`src/rtl/sdp_ram_fifo_ctrl_if.sv`:
```
// Purpose: streaming valid/ready bundle for the FIFO controller, with a producer/consumer side and a controller side.
// Latency: none, wires only.
// Backpressure: in_ready and out_ready carry the stall in each direction.
interface sdp_ram_fifo_ctrl_if #(
  parameter int DATA_WIDTH = 8
);
  logic                  in_valid;
  logic                  in_ready;
  logic [DATA_WIDTH-1:0] in_data;
  logic                  out_valid;
  logic                  out_ready;
  logic [DATA_WIDTH-1:0] out_data;

  // Producer/consumer side: drives the input stream, takes the output stream.
  modport master (
    output in_valid, in_data, out_ready,
    input  in_ready, out_valid, out_data
  );

  // Controller side.
  modport slave (
    input  in_valid, in_data, out_ready,
    output in_ready, out_valid, out_data
  );
endinterface

```
`src/rtl/sdp_ram_fifo_ctrl.sv`:
```
// Purpose: FIFO control around an external registered-read SDP RAM, with a 2-entry first-word-fall-through output buffer.
// Latency: 3 cycles from a push into an empty FIFO to out_valid; 1 word/cycle sustained.
// Backpressure: in_ready drops while the RAM holds DEPTH words; with out_ready low 2 words park in the buffer, the rest stay in RAM.
module sdp_ram_fifo_ctrl #(
  parameter int DATA_WIDTH = 8,
  parameter int ADDR_WIDTH = 6
) (
  input  logic                  clk,
  input  logic                  rst,
  sdp_ram_fifo_ctrl_if.slave    io,
  output logic                  ram_we,
  output logic [ADDR_WIDTH-1:0] ram_waddr,
  output logic [DATA_WIDTH-1:0] ram_wdata,
  output logic [ADDR_WIDTH-1:0] ram_raddr,
  input  logic [DATA_WIDTH-1:0] ram_q,
  output logic [ADDR_WIDTH+1:0] level
);

  // DEPTH as a count value (ram_count runs 0..DEPTH, so it needs one extra bit).
  localparam logic [ADDR_WIDTH:0]   DEPTH_CNT = {1'b1, {ADDR_WIDTH{1'b0}}};
  localparam logic [ADDR_WIDTH-1:0] PTR_ONE   = 1;

  logic [ADDR_WIDTH-1:0] wr_ptr;
  logic [ADDR_WIDTH-1:0] rd_ptr;
  logic [ADDR_WIDTH:0]   ram_count;
  logic                  inflight;
  logic [1:0]            obuf_count;
  logic [DATA_WIDTH-1:0] head;
  logic [DATA_WIDTH-1:0] spare;

  logic                  in_ready_int;
  logic                  out_valid_int;
  logic                  push;
  logic                  pop;
  logic                  issue;
  logic                  land;
  logic [2:0]            occ;
  logic [1:0]            obuf_after_pop;

  // Accept only on the registered count: a read issuing this cycle does not open a slot early.
  assign in_ready_int  = !rst && (ram_count < DEPTH_CNT);
  assign push          = io.in_valid && in_ready_int;

  assign out_valid_int = !rst && (obuf_count != 2'd0);
  assign pop           = out_valid_int && io.out_ready;

  // Buffer slots already spoken for (held words plus the word on its way back from RAM).
  // A read may issue only if, after this cycle's pop, fewer than 2 slots are claimed.
  // This keeps the 2-entry buffer from ever overflowing.
  assign occ            = {1'b0, obuf_count} + {2'b00, inflight};
  assign issue          = !rst && (ram_count != '0) && (occ < (pop ? 3'd3 : 3'd2));

  // A read issued last cycle has its data on ram_q now. Reset clears inflight, so a
  // return that belonged to a pre-reset read is dropped.
  assign land           = inflight;
  assign obuf_after_pop = obuf_count - {1'b0, pop};

  assign io.in_ready  = in_ready_int;
  assign io.out_valid = out_valid_int;
  assign io.out_data  = rst ? '0 : head;

  assign ram_we    = push;
  assign ram_waddr = rst ? '0 : wr_ptr;
  assign ram_wdata = io.in_data;
  assign ram_raddr = rst ? '0 : rd_ptr;

  assign level = rst ? '0
               : ({1'b0, ram_count}
                  + {{(ADDR_WIDTH+1){1'b0}}, inflight}
                  + {{ADDR_WIDTH{1'b0}}, obuf_count});

  // Write and read pointers, wrapping naturally at DEPTH.
  always_ff @(posedge clk) begin
    if (rst) begin
      wr_ptr <= '0;
      rd_ptr <= '0;
    end else begin
      if (push)  wr_ptr <= wr_ptr + PTR_ONE;
      if (issue) rd_ptr <= rd_ptr + PTR_ONE;
    end
  end

  // Words resident in RAM, and whether a read is on its way back.
  always_ff @(posedge clk) begin
    if (rst) begin
      ram_count <= '0;
      inflight  <= 1'b0;
    end else begin
      ram_count <= ram_count + {{ADDR_WIDTH{1'b0}}, push} - {{ADDR_WIDTH{1'b0}}, issue};
      inflight  <= issue;
    end
  end

  // Output buffer: spare slides up on pop, and a returning word fills head if the buffer drains this cycle, else spare.
  always_ff @(posedge clk) begin
    if (rst) begin
      head       <= '0;
      spare      <= '0;
      obuf_count <= 2'd0;
    end else begin
      if (pop && (obuf_count == 2'd2)) head <= spare;
      if (land) begin
        if (obuf_after_pop == 2'd0) head  <= ram_q;
        else                        spare <= ram_q;
      end
      obuf_count <= obuf_after_pop + {1'b0, land};
      assert (!(land && (obuf_after_pop == 2'd2)));
    end
  end

endmodule

```
`src/flat_wrapper.sv`:
```
// flat-port wrapper written by rule: the top's interface ports become plain ports
module sdp_ram_fifo_ctrl_flat 
#(
  parameter int DATA_WIDTH = 8,
  parameter int ADDR_WIDTH = 6
)
  (clk, rst, ram_we, ram_waddr, ram_wdata, ram_raddr, ram_q, level, io_in_valid, io_in_data, io_out_ready, io_in_ready, io_out_valid, io_out_data);
  sdp_ram_fifo_ctrl_if #(.DATA_WIDTH(DATA_WIDTH)) io_i ();
  input  logic clk;
  input  logic rst;
  output logic ram_we;
  output logic [ADDR_WIDTH-1:0] ram_waddr;
  output logic [DATA_WIDTH-1:0] ram_wdata;
  output logic [ADDR_WIDTH-1:0] ram_raddr;
  input  logic [DATA_WIDTH-1:0] ram_q;
  output logic [ADDR_WIDTH+1:0] level;
  input wire logic [$bits(io_i.in_valid)-1:0] io_in_valid;
  input wire logic [$bits(io_i.in_data)-1:0] io_in_data;
  input wire logic [$bits(io_i.out_ready)-1:0] io_out_ready;
  output wire logic [$bits(io_i.in_ready)-1:0] io_in_ready;
  output wire logic [$bits(io_i.out_valid)-1:0] io_out_valid;
  output wire logic [$bits(io_i.out_data)-1:0] io_out_data;
  assign io_i.in_valid = io_in_valid;
  assign io_i.in_data = io_in_data;
  assign io_i.out_ready = io_out_ready;
  assign io_in_ready = io_i.in_ready;
  assign io_out_valid = io_i.out_valid;
  assign io_out_data = io_i.out_data;
  sdp_ram_fifo_ctrl #(.DATA_WIDTH(DATA_WIDTH), .ADDR_WIDTH(ADDR_WIDTH)) u_core (.clk(clk), .rst(rst), .io(io_i), .ram_we(ram_we), .ram_waddr(ram_waddr), .ram_wdata(ram_wdata), .ram_raddr(ram_raddr), .ram_q(ram_q), .level(level));
endmodule
```
`config.mk`:
```
export PLATFORM = sky130hd
export DESIGN_NAME = sdp_ram_fifo_ctrl_flat
export DESIGN_NICKNAME = d
export VERILOG_FILES = /design/src/rtl/sdp_ram_fifo_ctrl_if.sv /design/src/rtl/sdp_ram_fifo_ctrl.sv /design/src/flat_wrapper.sv
export SDC_FILE = /design/constraint.sdc
export NUM_CORES = 1
export LEC_CHECK = 0
export ABC_AREA = 1
export CAP_MARGIN = 20
export CORE_UTILIZATION = 50
export DETAILED_ROUTE_END_ITERATION = 8
export GPL_ROUTABILITY_DRIVEN = 0
export PLACE_DENSITY = 0.8
export SLEW_MARGIN = 30
export SYNTH_ARGS = -nofsm -noshare
export SYNTH_HDL_FRONTEND = slang
export SYNTH_SLANG_ARGS = --single-unit
```
`constraint.sdc`:
```
create_clock -name clk -period 6 [get_ports clk]
set_input_delay 1.2 -clock clk [delete_from_list [all_inputs] [get_ports clk]]
set_output_delay 1.2 -clock clk [all_outputs]
set_load 0.01 [all_outputs]
```
## After elaboration in Yosys (flattened, before gate mapping)

Cells that the tools add are included.
W data, S select, Z words.

- Bits in registers: 38
- Bits of input ports: 20
- Word-level logic and storage cells: 40

- Add/subtract/negate cells: 9
- $lt $le $gt $ge: 2
- Eq/ne operators: 1
- Multiplexer cells: 8
- Bitwise logic cells: 1
- Reductions and logical operators: 12

Operator list:

| cell | count |
|---|---|
| $mux W8 | 5 |
| $add A6 B1 Y6 const B | 2 |
| $mux W6 | 2 |
| $add A7 B1 Y8 | 1 |
| $add A8 B2 Y8 | 1 |
| $add A7 B1 Y7 | 1 |
| $logic_and A1 B1 Y1 | 7 |
| $lt A7 B7 Y1 const B | 1 |
| $reduce_bool A7 Y1 | 1 |
| $sub A7 B1 Y7 | 1 |
| $add A2 B1 Y3 | 1 |
| $lt A3 B3 Y1 | 1 |
| $add A2 B1 Y2 | 1 |
| $eq A2 B2 Y1 const B | 1 |
| $logic_not A2 Y1 | 1 |
| $reduce_and A2 Y1 | 1 |
| $reduce_bool A2 Y1 | 1 |
| $sub A2 B1 Y2 | 1 |
| $logic_not A1 Y1 | 1 |
| $mux W1 | 1 |
| $not A1 Y1 | 1 |

## Longest topological paths before layout

Gate-level depths: netlist of run 1.

- Word-level depth: 7
- Mapped depth: 18

## Worst setup path after synthesis of run 1

Ideal clock, no wire load.

- Path type: input to register
- Start: in rst
- End: reg u_core.ram_count[4]
- Setup time: 0.070 ns
- Arrival: 3.188 ns
- Path slack: 2.742 ns
- Cell stages on the path: 13
- Buffers on the path: 1
- Cell sequence: buf_6 -> or2_1 -> nor2_4 -> nand2_4 -> clkinv_2 -> ha_1 -> inv_1 -> ha_1 -> inv_1 -> fa_1 -> o31ai_1 -> o21ai_0 -> a21oi_1

- Longest elaborated chain between the ends: 7
- Elaborated cells between the ends (all ways): 11
- Those cells by class: add/sub: 2; order compare: 1; mux: 1; reduce/logical: 7

Ends and longest elaborated chain:

| what | line | text |
|---|---|---|
| start, declared | flat_wrapper.sv:10 | `input logic rst;` |
| $logic_not A1 Y1 * | sdp_ram_fifo_ctrl.sv:44, sdp_ram_fifo_ctrl.sv:51 |  |
| $logic_and A1 B1 Y1 | sdp_ram_fifo_ctrl.sv:44 | `assign out_valid_int = !rst && (obuf_count != 2'd0);` |
| $logic_and A1 B1 Y1 | sdp_ram_fifo_ctrl.sv:45 | `assign pop = out_valid_int && io.out_ready;` |
| $mux W1 | sdp_ram_fifo_ctrl.sv:51 | `assign issue = !rst && (ram_count != '0) && (occ < (pop ? 3'd3 : 3'd2));` |
| $lt A3 B3 Y1 | sdp_ram_fifo_ctrl.sv:51 |  |
| $logic_and A1 B1 Y1 * | sdp_ram_fifo_ctrl.sv:51 |  |
| net u_core.issue | sdp_ram_fifo_ctrl.sv:35 | `logic issue;` |
| $sub A7 B1 Y7 * | sdp_ram_fifo_ctrl.sv:89 | `ram_count <= ram_count + {{ADDR_WIDTH{1'b0}}, push} - {{ADDR_WIDTH{1'b0}}, issue};` |
| end signal, assigned | sdp_ram_fifo_ctrl.sv:89 |  |
| end, declared | sdp_ram_fifo_ctrl.sv:25 | `logic [ADDR_WIDTH:0] ram_count;` |

Mark *: on every way through the listed nets, which the timed path passes. The rest lies on a longest branch.
A chain may end at the register's enable or synchronous reset.

## Final worst setup path of run 1

- Start: in rst
- End: out level[2]

- Longest elaborated chain between the ends: 1

Ends and longest elaborated chain:

| what | line | text |
|---|---|---|
| $mux W8 | sdp_ram_fifo_ctrl.sv:67 | `assign level = rst ? '0` |
| end, declared | flat_wrapper.sv:16 | `output logic [ADDR_WIDTH+1:0] level;` |

No other way between the ends.

==> results of run 1 <==
[kinds of logic (layout without fill, tap and decap cells)]
family	after synthesis	in the layout	synth area share
AOI/OAI and AO/OA	54	54	0.1124
xor gates and xnor gates	4	4	0.01737
adders and majority gates	23	23	0.1267
buffers and inverters	81	115	0.1445
DFF	38	38	0.3105
and+or+nand+nor	150	150	0.2886
[through the flow]
stage                     hold WS, ps  utilization  power [uW]
after CTS                       484.4       0.6236        1303
final                           481.0       0.6236        1297
after floorplan                 448.0            -       919.7
after global placement          457.9       0.6042        1098
after global routing            511.5       0.6236        1435
after detailed placement        466.8       0.6042        1122
[worst register-to-register path, cell delays in order (launching register included)]
cell      delay [ps]
dfxtp_1          730
ha_1             290
ha_1             150
or2_1            140
nor2_4            70
nand2_4          120
clkinv_2          70
ha_1             260
inv_1             60
ha_1             130
inv_1             60
fa_1             420
o31ai_1          330
o21ai_0          130
a21oi_1          140
[power by group through the flow]
stage / Sequential [uW] / Combinational, uW / Clock [uW]
finish: 422 / 699 / 176
global route: 433 / 814 / 189
CTS: 421 / 701 / 181
detailed placement: 427 / 695 / 0
global placement: 424 / 674 / 0
floorplan: 396 / 523 / 0
[cell usage in the layout, fill, tap and decap left out, types with 5 or more instances in the layout]
master,count
nor3_1,5
dfxtp_1,38
a21oi_1,20
ha_1,20
o21ai_0,31
inv_1,61
nand3b_1,8
nand2_1,40
nand3_1,21
nor2_1,60
clkdlybuf4s50_1,42
clkbuf_8,6
[cell type report]
cell class	count	area [sq um]
inverter	64	246.5
sequential	38	760.7
fill	430	1778
clock inverter	1	5.005
clock buffer	7	86.33
multi-input combinational	231	1335
timing repair buffer	43	427.9
tap	67	83.83
[final timing paths]
kind / start / end / slack [ps] / cells after the start
min: u_core.spare[0]$_SDFFE_PP0P_ / u_core.spare[0]$_SDFFE_PP0P_ / 480 / 2
max: rst / level[2] / 1580 / 6
min reg2reg: u_core.spare[0]$_SDFFE_PP0P_ / u_core.spare[0]$_SDFFE_PP0P_ / 480 / 2
max reg2reg: u_core.inflight$_SDFF_PP0_ / u_core.ram_count[4]$_SDFF_PP0_ / 2840 / 14
[routing by layer]
layer | vias up | wire, um | track usage
met1 | 990 | 2213 | 0.2386
met5 | - | 0 | 0
li1 | 1153 | - | -
met2 | 45 | 2507 | 0.3774
met3 | 8 | 176 | 0.03889
met4 | 0 | 100 | 0.09150
[state kept, by name, summed over array words and instances (netlist names)]
| name | cells |
|---|---|
| u_core.ram_count | 7 |
| u_core.inflight | 1 |
| u_core.rd_ptr | 6 |
| u_core.wr_ptr | 6 |
| u_core.head | 8 |
| u_core.spare | 8 |
| u_core.obuf_count | 2 |
==> impl_metrics.csv, run 1 <==
group,metric,value,unit
worst_setup_path,end_kind,"output pin",
clock_tree,cts_sinks,38,
hold_path,hp-class,"flop to flop",
worst_setup_path,slowest_delay,550,ps
pwr,switchingPower,575.7,uW
logic_synthesis,synth_ff_type,"dfxtp_1",
timing,max_freq,226.3,MHz
logic_synthesis,syn_nets,393,
finish,syn_to_final_growth,20.22,%
place,post-dp-hpwl,3648,um
logic_synthesis,synth_commonest_cells,"61 x inv_1, 60 x nor2_1, 40 x nand2_1, 38 x dfxtp_1, 31 x o21ai_0",
finish,final_nets,426,
timing,relSlewSlack,0.5702,
timing,fin_skew,5.242,ps
route,viasPerCell,4.869,
timing,period_share,0.7364,
outcome,outcome,"completed",
worst_setup_path,cp_common_cell,"clkdlybuf4s50_1",
grt,grt_max_degree,37,
timing,rsz0062_at_grt,"no",
clock_tree,cts_max_level,2,
clock_tree,cts.clk_slew.worst_paths,70,ps
floorplanning,num_rows,25,
timing,setup_ws,1581,ps
pwr,clockPowerShare,0.135,
floorplanning,start_util,0.5187,
logic_synthesis,ys_async_sr_fraction,0,
logic_synthesis,synth_cell_type_count,32,
clock_tree,holdBufCountCts,0,
floorplanning,pin_count,59,
logic_synthesis,synth.area.top_cells,"dfxtp_1 31%, ha_1 10%, inv_1 9.3%, nor2_1 9.2%, o21ai_0 6.3%",
floorplanning,dieArea,5183,sq um
logic_synthesis,postSynthAreaPerCell,7.000,sq um
timing,hold_viol,0,
timing,fin_crit,4419,ps
timing,setup_violations,0,
pwr,cellLeakagePower,0.001391,uW
worst_setup_path,required,4800,ps
finish,finalInstanceArea,2945,sq um
run,max_cap_viol_count,0,
logic_synthesis,synth_top_area_frac,0.3105,
finish,instances_no_fill,451,
pwr,p_int,721.2,uW
worst_setup_path,crit_path_cell_trace,"clkdlybuf4s50_1, buf_4, inv_2, o21ai_0, a21oi_1, clkdlybuf4s50_1",
place,port_buffers,42,
pwr,peakVddDrop,0.0002820,V
grt,grt_pass1_vias,2118,
clock_tree,clk_path_buf_depth,2,
place,place_area,2854,sq um
worst_setup_path,worstPathArrival,3220,ps
timing,tightest_slew,643.7,ps
logic_synthesis,synth-edff-count,0,
logic_synthesis,synth_area,2450,sq um
grt,grt_util_all_layers,0.2082,
grt,antenna_found_initial,0,
pwr,swShare,0.4439,
grt,grt_pass1_wl,8652,um
worst_setup_path,worstSetupPathType,"primary input to output pin",
timing,tns,0,ps
grt,overflow,0,
floorplanning,die-width,72.00,um
route,dr.pass1.iters,4,
route,remaining_drc_errors,0,
timing,final_max_slew_viol_count,0,
clock_tree,cts_tree,"yes",
logic_synthesis,ys_seq_elements,38,
worst_setup_path,crit_path_start_kind,"primary input",
floorplanning,die_h,72.00,um
clock_tree,clkLatencyLatePin,280,ps
clock_tree,cts_buffers,5,
route,ant_nets,0,
worst_setup_path,slowest_stage,"clkdlybuf4s50_1",
finish,drive_gt1_frac,0.05729,
place,dp_slack,1524,ps
logic_synthesis,syn_inst,350,
worst_setup_path,crit_buf_inv,4,
clock_tree,cts_resized,0,
route,drt-initial-drc-count,115,
logic_synthesis,yosys_warnings,0,
logic_synthesis,yosysTopAreaCell,"dfxtp_1",
clock_tree,post_cts_buffers,0,
clock_tree,ctsRootBufferMaster,"clkbuf_8",
finish,antenna_cells,0,
place,post-place-cells,443,
pwr,power.density,440.3,nW/um^2
pwr,combPwrFrac,0.539,
route,wl_per_cell,11.08,um
route,via_count,2196,
logic_synthesis,synth_most_common_cell,"inv_1",
route,wl,4998,um
logic_synthesis,synth_sequential_area_ratio,0.3105,
pwr,p_seq_frac,0.326,
worst_setup_path,timing.critical_path.fanout_max,36,
worst_setup_path,cp_top_family,"buffers and inverters",
floorplanning,core,4723,sq um
Power figures use the tool's default switching activity.
==> inputs of run 2 (changes only) <==
--- a/config.mk
+++ b/config.mk
@@ -7,10 +7,10 @@
 export LEC_CHECK = 0
 export ABC_AREA = 1
 export CAP_MARGIN = 20
-export CORE_UTILIZATION = 50
+export CORE_UTILIZATION = 45
 export DETAILED_ROUTE_END_ITERATION = 8
 export GPL_ROUTABILITY_DRIVEN = 0
-export PLACE_DENSITY = 0.8
+export PLACE_DENSITY = 0.76
 export SLEW_MARGIN = 30
 export SYNTH_ARGS = -nofsm -noshare
 export SYNTH_HDL_FRONTEND = slang
==> constraint.sdc (replaced) <==
create_clock -name clk -period 3.7 [get_ports clk]
set_input_delay 0.74 -clock clk [delete_from_list [all_inputs] [get_ports clk]]
set_output_delay 0.74 -clock clk [all_outputs]
set_load 0.01 [all_outputs]
==> run 2 against run 1 <==
Core utilization down 4.6 points. Critical path depth up 1. Clock-buffer cell count down 2. Via count up 0.73%. Largest power group unchanged. Highest routed layer unchanged. First-iteration DRC count down 27%. Global-route usage down 1.8 points. Clock skew up 4.3 ps.
==> impl_metrics.csv, run 2 (synthesis results as in run 1) <==
group,metric,value,unit
clock_tree,cts_resized,0,
clock_tree,clk_path_buf_depth,2,
clock_tree,holdBufCountCts,0,
timing,fin_crit,3297,ps
grt,grt_pass1_vias,1872,
finish,antenna_cells,0,
route,wl,5146,um
grt,grt_pass1_wl,8197,um
timing,final_max_slew_viol_count,0,
finish,drive_gt1_frac,0.06718,
route,ant_nets,0,
run,max_cap_viol_count,0,
worst_setup_path,cp_top_family,"buffers and inverters",
floorplanning,start_util,0.4736,
finish,syn_to_final_growth,22.01,%
pwr,peakVddDrop,0.0004431,V
clock_tree,cts_max_level,2,
outcome,outcome,"completed",
timing,tightest_slew,478.8,ps
floorplanning,die-width,75.79,um
route,remaining_drc_errors,0,
worst_setup_path,end_kind,"output pin",
worst_setup_path,timing.critical_path.fanout_max,10,
pwr,cellLeakagePower,0.001415,uW
timing,hold_viol,0,
timing,setup_violations,0,
worst_setup_path,worstPathArrival,2560,ps
clock_tree,cts_buffers,5,
worst_setup_path,crit_path_cell_trace,"fa_1, inv_1, fa_1, inv_1, nand3_1, a21oi_1, clkdlybuf4s50_1",
timing,fin_hold_ws,479.4,ps
floorplanning,die_h,75.79,um
floorplanning,dieArea,5743,sq um
grt,grt_util_all_layers,0.1900,
place,port_buffers,42,
grt,antenna_found_initial,0,
timing,rsz0062_at_grt,"no",
grt,grt_max_degree,36,
timing,fin_skew,9.590,ps
clock_tree,post_cts_buffers,0,
finish,top_regs,"u_core.head: 8 flops, u_core.spare: 8 flops, u_core.ram_count: 7 flops",
route,via_count,2212,
place,post-dp-hpwl,3834,um
worst_setup_path,worstSetupPathType,"flop to output pin",
clock_tree,ctsRootBufferMaster,"clkbuf_8",
pwr,power.density,728.4,nW/um^2
worst_setup_path,crit_path_start_kind,"flop",
floorplanning,core,5172,sq um
finish,final_cell_mix,"61 x inv_1, 60 x nor2_1, 42 x clkdlybuf4s50_1, 40 x nand2_1, 38 x dfxtp_1",
clock_tree,cts_tree,"yes",
route,viasPerCell,4.840,
timing,relSlewSlack,0.6805,
place,dp_slack,264.3,ps
floorplanning,pin_count,59,
route,wl_per_cell,11.26,um
finish,layout_commonest_cell,"inv_1",
finish,final_nets,429,
grt,overflow,0,
route,drt-initial-drc-count,84,
timing,tns,0,ps
clock_tree,cts.clk_slew.worst_paths,70,ps
worst_setup_path,crit_buf_inv,3,
worst_setup_path,slowest_stage,"dfxtp_1",
clock_tree,cts_sinks,38,
route,dr.pass1.iters,4,
clock_tree,clkLatencyLatePin,290,ps
worst_setup_path,required,2960,ps
timing,period_share,0.8912,
hold_path,hp-class,"flop to flop",
worst_setup_path,slowest_delay,610,ps
floorplanning,num_rows,26,
timing,setup_ws,402.5,ps
timing,max_freq,303.3,MHz
-- run 2: report_power, final --
group          internal, uW  switching (uW)
Clock                   198             148
Sequential              552             125
Combinational           476             679
-- run 2: final cells by class --
class,count,area [sq um]
clock buffer,5,68.82
clock inverter,3,40.04
fill,498,2183
inverter,64,246.5
multi-input combinational,231,1335
sequential,38,760.7
tap,70,87.58
timing repair buffer,46,450.4
-- run 2: routing by layer --
metal	global-route usage	vias up	part of all wire
met5	0	-	0
met1	0.2333	992	0.46
met4	0.07407	0	0.020
li1	-	1167	-
met2	0.3176	41	0.48
met3	0.04894	12	0.038
-- run 2: worst paths after layout --
kind | startpoint | endpoint | slack [ps] | depth (start not counted)
hold reg to reg | u_core.spare[6]$_SDFFE_PP0P_ | u_core.spare[6]$_SDFFE_PP0P_ | 480 | 2
hold / removal | u_core.spare[6]$_SDFFE_PP0P_ | u_core.spare[6]$_SDFFE_PP0P_ | 480 | 2
setup reg to reg | u_core.inflight$_SDFF_PP0_ | u_core.ram_count[4]$_SDFF_PP0_ | 680 | 14
setup / recovery | u_core.inflight$_SDFF_PP0_ | level[6] | 400 | 7
-- run 2: worst reg2reg max path, stage by stage (launching register included) --
cell	delay, ps
dfxtp_1	450
ha_1	260
ha_1	160
or2_1	240
nor2_4	200
nand2_4	110
clkinv_2	80
ha_1	210
inv_1	50
ha_1	130
inv_1	70
fa_1	420
o31ai_1	320
o21ai_0	130
a21oi_1	120
-- run 2: through the flow --
stage | power [uW] | util | cells | cell area, sq um
after floorplan | 1491 | - | 350 | 2450
after global placement | 1800 | 0.5568 | 449 | 2880
after detailed placement | 1835 | 0.5568 | 449 | 2880
after CTS | 2193 | 0.5779 | 457 | 2989
after global routing | 2400 | 0.5779 | 457 | 2989
final | 2177 | 0.5779 | 457 | 2989
